==> config.mk <==
export PLATFORM = sky130hd
export DESIGN_NAME = booth_job_sequencer
export DESIGN_NICKNAME = d
export VERILOG_FILES = /design/src/rtl/booth_job_sequencer.sv
export SDC_FILE = /design/constraint.sdc
export NUM_CORES = 1
export LEC_CHECK = 0
export ABC_CLOCK_PERIOD_IN_PS = 9800
export BUFFER_PORTS_ARGS = -buffer_cell sky130_fd_sc_hd__buf_2
export CAP_MARGIN = 20
export CELL_PAD_IN_SITES_DETAIL_PLACEMENT = 1
export CELL_PAD_IN_SITES_GLOBAL_PLACEMENT = 1
export CORE_ASPECT_RATIO = 0.5
export CORE_MARGIN = 5
export CORE_UTILIZATION = 38
export CTS_BUF_LIST = sky130_fd_sc_hd__clkbuf_8
export CTS_CLUSTER_SIZE = 10
export DETAILED_ROUTE_END_ITERATION = 6
export PLACE_DENSITY_LB_ADDON = 0.1
export SYNTH_ARGS = -nofsm -noshare
export SYNTH_HDL_FRONTEND = slang
export SYNTH_SLANG_ARGS = --single-unit
==> constraint.sdc <==
create_clock -name clk -period 9.8 [get_ports clk]
set_input_delay 1.47 -clock clk [delete_from_list [all_inputs] [get_ports clk]]
set_output_delay 1.47 -clock clk [all_outputs]
set_load 0.005 [all_outputs]
==> src/rtl/booth_job_sequencer.sv <==
// booth_job_sequencer: control wrapper around a sequential Booth multiplier.
// Operand pairs are queued in a small FIFO. Jobs are issued one at a time:
// load and reset the multiplier, let it run, then capture the product on its
// done pulse (or flag a timeout). The result is held on a valid/ready output.
module booth_job_sequencer #(
  parameter int WIDTH      = 32,
  parameter int FIFO_DEPTH = 2,
  parameter int TIMEOUT    = 40
) (
  input  logic                        clk,
  input  logic                        reset,
  input  logic                        in_valid,
  output logic                        in_ready,
  input  logic signed [WIDTH-1:0]     in_m,
  input  logic signed [WIDTH-1:0]     in_q,
  output logic                        out_valid,
  input  logic                        out_ready,
  output logic signed [2*WIDTH-1:0]   out_result,
  output logic                        out_err,
  output logic                        busy,
  output logic                        mult_en,
  output logic                        mult_reset,
  output logic signed [WIDTH-1:0]     mult_m,
  output logic signed [WIDTH-1:0]     mult_q,
  input  logic signed [2*WIDTH-1:0]   mult_result,
  input  logic                        mult_done
);

  localparam int PTR_W = (FIFO_DEPTH > 1) ? $clog2(FIFO_DEPTH) : 1;
  localparam int CNT_W = $clog2(FIFO_DEPTH + 1);
  localparam int TMO_W = $clog2(TIMEOUT + 1);

  typedef enum logic [1:0] {IDLE, LOAD, RUN, HOLD} state_t;

  state_t                  state;
  logic signed [WIDTH-1:0] fifo_m [FIFO_DEPTH];
  logic signed [WIDTH-1:0] fifo_q [FIFO_DEPTH];
  logic [PTR_W-1:0]        wr_ptr;
  logic [PTR_W-1:0]        rd_ptr;
  logic [CNT_W-1:0]        count;
  logic [TMO_W-1:0]        tmo_cnt;
  logic                    full;
  logic                    empty;
  logic                    push;
  logic                    pop;

  // No full-bypass: a full FIFO refuses a push even if a pop happens this cycle.
  assign full     = (count == CNT_W'(FIFO_DEPTH));
  assign empty    = (count == '0);
  assign in_ready = !full;
  assign push     = in_valid && in_ready;
  assign pop      = (state == IDLE) && !empty;
  assign busy     = (state != IDLE) || !empty;

  // FIFO storage: data only, no reset needed.
  always_ff @(posedge clk) begin
    if (push) begin
      fifo_m[wr_ptr] <= in_m;
      fifo_q[wr_ptr] <= in_q;
    end
  end

  // FIFO pointers and occupancy; pointers wrap naturally at the power-of-two depth.
  always_ff @(posedge clk) begin
    if (reset) begin
      wr_ptr <= '0;
      rd_ptr <= '0;
      count  <= '0;
    end else begin
      if (push) wr_ptr <= wr_ptr + PTR_W'(1);
      if (pop)  rd_ptr <= rd_ptr + PTR_W'(1);
      case ({push, pop})
        2'b10:   count <= count + CNT_W'(1);
        2'b01:   count <= count - CNT_W'(1);
        default: count <= count;
      endcase
    end
  end

  // Job FSM; multiplier controls are registered to match the state being entered.
  always_ff @(posedge clk) begin
    if (reset) begin
      state      <= IDLE;
      tmo_cnt    <= '0;
      out_valid  <= 1'b0;
      out_err    <= 1'b0;
      out_result <= '0;
      mult_m     <= '0;
      mult_q     <= '0;
      mult_en    <= 1'b1;
      mult_reset <= 1'b1;
    end else begin
      case (state)
        IDLE: begin
          if (pop) begin
            mult_m     <= fifo_m[rd_ptr];
            mult_q     <= fifo_q[rd_ptr];
            mult_en    <= 1'b1;
            mult_reset <= 1'b1;
            state      <= LOAD;
          end else begin
            mult_en    <= 1'b0;
            mult_reset <= 1'b0;
          end
        end
        LOAD: begin
          tmo_cnt    <= '0;
          mult_en    <= 1'b1;
          mult_reset <= 1'b0;
          state      <= RUN;
        end
        RUN: begin
          tmo_cnt <= tmo_cnt + TMO_W'(1);
          // A done pulse on the last allowed cycle still counts as success.
          if (mult_done) begin
            out_result <= mult_result;
            out_valid  <= 1'b1;
            out_err    <= 1'b0;
            mult_en    <= 1'b0;
            state      <= HOLD;
          end else if (tmo_cnt == TMO_W'(TIMEOUT - 1)) begin
            out_result <= '0;
            out_valid  <= 1'b1;
            out_err    <= 1'b1;
            mult_en    <= 1'b0;
            state      <= HOLD;
          end
        end
        HOLD: begin
          mult_en    <= 1'b0;
          mult_reset <= 1'b0;
          if (out_ready) begin
            out_valid <= 1'b0;
            state     <= IDLE;
          end
        end
        default: state <= IDLE;
      endcase
    end
  end

endmodule

After elaboration in Yosys (flattened, before gate mapping)
Memories as Yosys holds them, arrays and structs flattened. A register that Yosys moved wholly into a read port is not among the register bits.
Cells that the tools add are included.
{"block": "totals", "output_inout_bits": 134, "mem_count": 2, "regBits": 80, "word_cells": 66, "ramBits": 128, "input_bits": 133}
{"block": "op_classes", "n_reduce_logical": 18, "eq_ne": 10, "n_addsub": 5, "n_mux": 21}
{"memory": "fifo_m", "words": 2, "width": 32, "rd": 1, "rd_ports_with_merged_regs": 1, "write_ports": 1, "line": "36", "rtl": "logic signed [WIDTH-1:0] fifo_m [FIFO_DEPTH];"}
{"memory": "fifo_q", "words": 2, "width": 32, "rd": 1, "rd_ports_with_merged_regs": 1, "write_ports": 1, "line": "37", "rtl": "logic signed [WIDTH-1:0] fifo_q [FIFO_DEPTH];"}
{"operator": "$mux W64", "n": 2}
{"operator": "$pmux W6 S2", "n": 1}
{"operator": "$reduce_bool A2 Y1", "n": 6}
{"operator": "$mux W1", "n": 9}
{"operator": "$eq A2 B2 Y1 const B", "n": 4}
{"operator": "$mux W2", "n": 4}
{"operator": "$pmux W2 S4", "n": 1}
{"operator": "$add A6 B1 Y6 const B", "n": 1}
{"operator": "$eq A6 B6 Y1 const B", "n": 1}
{"operator": "$reduce_and A3 Y1", "n": 2}
{"operator": "$eq A2 B1 Y1 const B", "n": 2}
{"operator": "$logic_not A2 Y1", "n": 2}
{"operator": "$ne A2 B2 Y1 const B", "n": 2}
{"operator": "$pmux W1 S2", "n": 2}
{"operator": "$pmux W1 S4", "n": 1}
{"operator": "$pmux W2 S2", "n": 1}
{"operator": "$reduce_and A2 Y1", "n": 2}
{"operator": "$ne A3 B3 Y1 const B", "n": 1}
{"operator": "$add A1 B1 Y1 const B", "n": 2}
{"operator": "$add A2 B1 Y2 const B", "n": 1}
{"operator": "$logic_and A1 B1 Y1", "n": 2}
{"operator": "$logic_not A1 Y1", "n": 2}
{"operator": "$reduce_or A2 Y1", "n": 1}
{"operator": "$sub A2 B1 Y2 const B", "n": 1}
{"operator": "$logic_or A1 B1 Y1", "n": 1}

Depth between registers and ports, before layout
Gate-level depths: netlist (run 1).
{"block": "depth", "word_depth": 5, "ltp_mapped": 10, "ltp_nobuf": 7}

Worst setup path after synthesis (run 1)
OpenSTA, ideal clock, no wires.
{"block": "synth_path", "kind": "input port to flip-flop", "from": "input in_valid", "to": "memory fifo_m[0][0], enable pin", "path_buffers": 0, "slack_ps": 5075, "setup_ps": 486, "t_arrival_ps": 4238, "stages": 2, "cell_sequence": "nand2_1 > nor2_1"}
{"block": "synth_between", "elab_chain_cells": 3}
{"item": "from (decl)", "line": "12", "rtl": "input logic in_valid,"}
{"item": "$logic_and A1 B1 Y1", "line": "51", "rtl": "assign push = in_valid && in_ready;"}
{"item": "$mux W1", "line": "57", "rtl": "if (push) begin"}
{"item": "$mux W1 (implied by the code)", "line": "58", "rtl": "fifo_m[wr_ptr] <= in_m;"}
{"item": "to (decl)", "line": "36"}
No other way between the ends.

Worst setup path in the final report (run 1)
{"block": "layout_path", "from": "register state[0]", "to": "output busy"}
{"block": "layout_between", "elab_chain_cells": 2}
{"item": "from (decl)", "line": "35", "rtl": "state_t state;"}
{"item": "from (signal assigned)", "line": "83", "rtl": "state <= IDLE;"}
{"item": "from (signal assigned)", "line": "100", "rtl": "state <= LOAD;"}
{"item": "from (signal assigned)", "line": "110", "rtl": "state <= RUN;"}
{"item": "$reduce_bool A2 Y1", "line": "53", "rtl": "assign busy = (state != IDLE) || !empty;"}
{"item": "$logic_or A1 B1 Y1", "line": "53"}
{"item": "to (decl)", "line": "20", "rtl": "output logic busy,"}
No other way between the ends.

==> metrics.txt, run 1 <==
status=complete, no violations; hold slack=0.471 ns; fmax=around 0.32 GHz; clk sinks=between 200 and 300; Die X=about 240 µm; worst-path fanout max=4; Adder-Cell Fraction of Synth Area=0.885%; CP endpoint kind=output pin; Post-CTS Setup Inserts=0; Worst R2R Path Depth=7; Worst Hold Class=reg2reg; Post-CTS Hold Buffers=0; Placed Cells=around 1300; DR vias/cell=roughly 4.8; post_cts resized=0; clock slew at reported path FFs=0.07 ns; DP Area=0.0115 mm²; dpl hpwl=approximately 16000 µm; syn_area_per_cell=12.6 µm²; initial antenna violation count=2; Setup Viol. Count Final=0; warnings from Yosys=0; top cells by count, synth=144 x dfxtp_1, 128 x edfxtp_1, 77 x nor2_1, 68 x nand2_1; CTS tree=yes; Cell variety after synth=35; GR Util All Layers=between 10% and 20%; R2R Path End=mult_q[15]$_SDFFE_PP0P_; first-pass GRT wire length=roughly 38000 µm; RSZ-0062 raised after global routing=false; worst skew pair latency=0.55 ns; n_diodes=0; grt total ovfl=0; Routability Congestion=0.755; cell area after layout=0.0122 mm²; count leader, synth=dfxtp_1; DRC viols=0; hold depth=2; synthesized flop and latch total=272; Final Skew=0.0234 ns; Worst EP required=8.33 ns; number of DRC markers in iteration 0=320; asr flop ratio synth=0%; Synth Area in Compound Gates=14.2%; clock buffer depth=3; Register Area=0.00673 mm²; post-route ant nets=0; Via Count=6852; setup tns final=0 ns; total CTS buffers=40; H-tree depth=2; Die Ht=roughly 120 µm; Row Count=41; VDD IR max=119 µV; share of cells above drive strength 1=about a third; top-area cell type share of the netlist area=between 30% and 40%; startpoint types=flip-flop; vias in the first global route=7089; count of input and output buffers=roughly 270; Layout area overhead=23.4%; xor/xnor share of the synthesized area=0.796%; Worst Path Arrival=1.69 ns; Post-synth EDFFs=128; largest area contributor in the netlist=edfxtp_1; Slew Limit Fails=0; Hold Path Sink=out_result[16]$_SDFFE_PP0P_; fin cells=1417; ys flop type=dfxtp_1; area of the multi-input gates=0.00289 mm²; post-synthesis mux area share=under 10%; reg2reg setup slack=approximately 7 ns; worst slew pin tran=1.09 ns; largest net degree at the start of global routing=73; max cap viols=0; post-synthesis simple-gate area fraction=6.47%; Netlist Area Pre-Place=0.00990 mm²; die area=0.0296 mm²; WS Path Type=reg2out; Pwr Density=252 mW/mm²; sequential share of the synthesized area=68.0%; hold wc startpoint=out_result[16]$_SDFFE_PP0P_; synth top area cells=edfxtp_1 39%, dfxtp_1 29%, mux2i_1 6.7%; first-pass iteration count of the detailed router=6; Ports=about 270; post-detailed-routing wire length=between 20000 and 25000 µm; clock root cell=clkbuf_8; syn_nets=924; Mapped Cells=784; fillers=around 2800; core area=~0.025 mm²; Final min period=3.16 ns; largest family of logic cells by synthesized area=compound AO/OA/AOI/OAI gates; fin nets=1181; fin crit share=32.2%; R2R Path Start=state[0]$_SDFFE_PP0P_; initial core utilization=38.9%; Leakage=between 4 and 5 nW; relative slew slack=27.1%; Final Hold Fails=0; WL/cell=around 18 µm
layer usage:
metal	vias up	part of all wire (%)	GRT usage [%]
li1	3331	-	-
met1	3340	42	19.1
met3	37	5.5	4.14
met4	4	1.7	4.48
met2	140	51	29.0
met5	-	0.085	0
cells by family after synthesis:
family	after synthesis
AOI/OAI and AO/OA	205
xor gates and xnor gates	9
adders and majority gates	7
buffers and inverters	64
DFF	272
muxes	66
and+or+nand+nor	161
layout make-up:
type | count | share of cell area [%]
Clock buffer | 44 | 4.96
Sequential cell | 272 | 55.1
Multi-Input combinational cell | 448 | 23.7
Tap cell | 344 | 3.52
Timing Repair Buffer | 274 | 11.5
Inverter | 5 | 0.154
Clock inverter | 30 | 1.07
how the worst max path moves through the flow:
| stage | startpoint | endpoint | slack, ns |
|---|---|---|---|
| after detailed placement | reset | mult_q[15]$_SDFFE_PP0P_ | 6.41 |
| after global placement | reset | rd_ptr$_SDFFE_PP0P_ | 6.47 |
| after floorplan | in_valid | fifo_m[0][0]$_DFFE_PP_ | 5.08 |
| after global routing | state[0]$_SDFFE_PP0P_ | busy | 6.49 |
| after CTS | state[0]$_SDFFE_PP0P_ | busy | 6.58 |
| final | state[0]$_SDFFE_PP0P_ | busy | 6.64 |
state kept, by name (all words and copies together) (netlist names):
register,cells
out_err,1
fifo_m,64
wr_ptr,1
count,2
mult_q,32
mult_reset,1
fifo_q,64
rd_ptr,1
mult_m,32
mult_en,1
tmo_cnt,6
out_result,64
state,2
out_valid,1
cells in the final DEF, fill, tap and decap left out, types with 2 or more instances in the layout:
master and count:
a211oi_1 35, a211oi_2 31, a21oi_1 66, buf_2 265
buf_4 8, clkbuf_8 44, clkinv_1 7, clkinv_2 8
clkinvlp_4 2, dfxtp_1 143, edfxtp_1 128, ha_1 7
inv_1 18, mux2i_1 66, nand2_1 68, nand2b_1 3
nand4_1 2, nor2_1 76, nor3_1 3, o21a_1 2
o21ai_0 47, o21ai_1 18, xnor2_1 3, xor2_1 6
worst max-delay path: stages, from the launching register on:
cell	delay [ns]
dfxtp_1	0.40
inv_1	0.11
ha_1	0.25
and2_1	0.20
inv_1	0.07
buf_2	0.13
metrics by stage:
stage / utilization [%] / setup WS, ns / power, mW
2_1_floorplan: - / 5.08 / 2.00
3_3_place_gp: 45.0 / 6.47 / 2.24
3_5_place_dp: 45.1 / 6.41 / 2.27
4_1_cts: 48.0 / 6.58 / 3.14
5_1_grt: 48.0 / 6.49 / 3.28
6_report: 48.0 / 6.64 / 3.07
where the power goes:
| part | leakage, nW | total [mW] | switching [mW] | internal [mW] |
|---|---|---|---|---|
| combinational | 1.97 | 0.720 | 0.427 | 0.293 |
| sequential | 2.37 | 1.50 | 0.0960 | 1.41 |
| clock | 0.432 | 0.848 | 0.433 | 0.416 |
| total | 4.78 | 3.07 | 0.956 | 2.12 |
Power figures use the tool's default switching activity.
==> inputs of run 2 (changes only) <==
--- a/config.mk
+++ b/config.mk
@@ -5,7 +5,7 @@
 export SDC_FILE = /design/constraint.sdc
 export NUM_CORES = 1
 export LEC_CHECK = 0
-export ABC_CLOCK_PERIOD_IN_PS = 9800
+export ABC_CLOCK_PERIOD_IN_PS = 2800
 export BUFFER_PORTS_ARGS = -buffer_cell sky130_fd_sc_hd__buf_2
 export CAP_MARGIN = 20
 export CELL_PAD_IN_SITES_DETAIL_PLACEMENT = 1
==> constraint.sdc (replaced) <==
create_clock -name clk -period 2.8 [get_ports clk]
set_input_delay 0.42 -clock clk [delete_from_list [all_inputs] [get_ports clk]]
set_output_delay 0.42 -clock clk [all_outputs]
set_load 0.005 [all_outputs]
==> run 2 against run 1 <==
Worst setup slack got worse by 5.9 ns; clock power increased to 3.8 times the previous value; routed wire length grew 3.1%; clock skew fell by 0.0043 ns; via count rose by 0.96%; combinational power rose to 3.6 times the previous value; worst hold slack got worse by 0.41 ns; first-iteration DRC count is 4.1% higher; largest cell class unchanged; highest routed layer unchanged.
==> metrics.txt, run 2 (same netlist as run 1, synthesis figures left out) <==
largest net degree at the start of global routing=71; fin crit share=about three quarters; worst-path fanout max=5; VDD IR max=441 µV; Pwr Density=890 mW/mm²; R2R Path Start=state[0]$_SDFFE_PP0P_; Slowest-stage cell, CP=dfxtp_1; Register Area=0.00673 mm²; fin cells=about 1400; critical path depth=5; Leakage=roughly 4.9 nW; status=complete, no violations; Via Count=approximately 7000; grt met3 use=between 4 and 5%; Final Skew=0.0192 ns; CP delay by family, top=flip-flops; CTS tree=yes; share of cells above drive strength 1=34.7%; relative slew slack=between 50% and 60%; first-pass iteration count of the detailed router=5; post_cts resized=0; clock buffer depth=3; Die X=between 200 and 250 µm; Post-CTS Setup Inserts=0; clock slew at reported path FFs=0.07 ns; hold wc startpoint=in_m[20]; Worst Hold Class=in2reg; post-detailed-routing wire length=between 20000 and 30000 µm; RSZ-0062 raised after global routing=false; Worst EP required=2.38 ns; most common cell after layout, fill and taps aside=buf_2; area of the multi-input gates=0.00289 mm²; Slew Limit Fails=0; fin nets=roughly 1200; leading cell types in the layout, fill and taps excluded=265 x buf_2, 143 x dfxtp_1, 128 x edfxtp_1; Crit path top cell by count=inv_1; max cap viols=0; Placed Cells=1347; worst slew pin tran=roughly 0.75 ns; startpoint types=flip-flop; Setup Viol. Count Final=0; dpl hpwl=~17000 µm; CP endpoint kind=output pin; Final Hold Fails=0; GR Util All Layers=between 10% and 20%; Post-CTS Hold Buffers=0; clock root cell=clkbuf_8; Crit path buffers/inverters=3; gr busiest metal=met2; hold slack=0.0578 ns; Worst path max stage delay=around 0.4 ns; first-pass GRT wire length=slightly below 40000 µm; DR vias/cell=4.86; Top Registers=fifo_m (64), fifo_q (64), out_result (64); fmax=0.480 GHz; reg2reg setup slack=between 0.7 and 0.8 ns; H-tree depth=2; hold depth=1; vias in the first global route=7381; core area=0.0254 mm²; total CTS buffers=between 40 and 50; Hold Path Sink=fifo_m[0][20]$_DFFE_PP_; die area=roughly 0.030 mm²; Worst Path Arrival=1.66 ns; WS Path Type=reg2out; initial core utilization=roughly two fifths; WL/cell=roughly 18 µm; number of DRC markers in iteration 0=333; clk sinks=272; fillers=roughly 2800; Final min period=about 2.1 ns; Routability Congestion=about 0.75; met1 Use GR=19.7%; Die Ht=around 120 µm; grt total ovfl=0; post-route ant nets=0; DRC viols=0; worst skew pair latency=roughly 0.55 ns; count of input and output buffers=266; R2R Path End=out_result[50]$_SDFFE_PP0P_; Ports=approximately 270; Worst R2R Path Depth=6; setup tns final=0 ns; Layout area overhead=25.2%; initial antenna violation count=4; Row Count=41; CP cell instances=inv_1 > ha_1 > and2_1 > inv_1 > buf_2; met2 Use GR=29.9%
[run 2: cell count changes in the layout (fill, tap and decap cells not counted)]
cell | previous run | this run
diode_2 | 0 | 3
inv_1 | 18 | 21
clkinv_4 | 0 | 1
buf_12 | 1 | 7
clkinv_1 | 7 | 2
clkinv_2 | 8 | 2
clkbuf_8 | 44 | 51
buf_4 | 8 | 6
[run 2: cell type report]
| class | count | area share (%) |
|---|---|---|
| inverters | 5 | 0.151 |
| diodes | 3 | 0.0606 |
| flip-flops and latches | 272 | 54.3 |
| clock buffers | 51 | 5.66 |
| clock inverters | 23 | 0.818 |
| well taps | 344 | 3.47 |
| repair buffers | 278 | 12.2 |
| multi-input cells | 448 | 23.3 |
[run 2: layer usage]
metal,wire [µm],vias to the layer above
met1,10400,3354
met2,13200,157
met4,647,4
met3,1380,48
met5,20,-
li1,-,3355
[run 2: how the worst max path moves through the flow]
| stage | start | end |
|---|---|---|
| 3_5_place_dp | state[0]$_SDFFE_PP0P_ | out_result[50]$_SDFFE_PP0P_ |
| 4_1_cts | state[1]$_SDFFE_PP0P_ | busy |
| 6_report | state[1]$_SDFFE_PP0P_ | busy |
| 5_1_grt | state[0]$_SDFFE_PP0P_ | out_result[50]$_SDFFE_PP0P_ |
| 2_1_floorplan | count[0]$_SDFFE_PP0P_ | fifo_m[0][0]$_DFFE_PP_ |
| 3_3_place_gp | state[0]$_SDFFE_PP0P_ | out_err$_SDFFE_PP0P_ |
[run 2: through the flow]
step                      utilization, %  power, mW  setup WS [ns]  cell area, µm²
final                               48.7       11.0          0.717           12400
after detailed placement            45.5       8.02          0.800           11600
after global routing                48.7       11.8          0.520           12400
after CTS                           48.7       11.3          0.637           12400
after floorplan                        -       7.00         0.0622            9900
after global placement              45.5       7.89          0.851           11600
[run 2: power by group]
part           internal, mW  switching (mW)  total, mW
combinational          1.07            1.50       2.57
sequential             4.92           0.352       5.27
clock                  1.65            1.53       3.18
total                  7.64            3.38       11.0
[run 2: worst reg2reg max path, cell delays in order, from the launching register on]
cell and delay, ns:
dfxtp_1 0.34, inv_1 0.11, ha_1 0.30, clkinv_1 0.41, buf_4 0.38, o21ai_0 0.25, a21oi_1 0.09
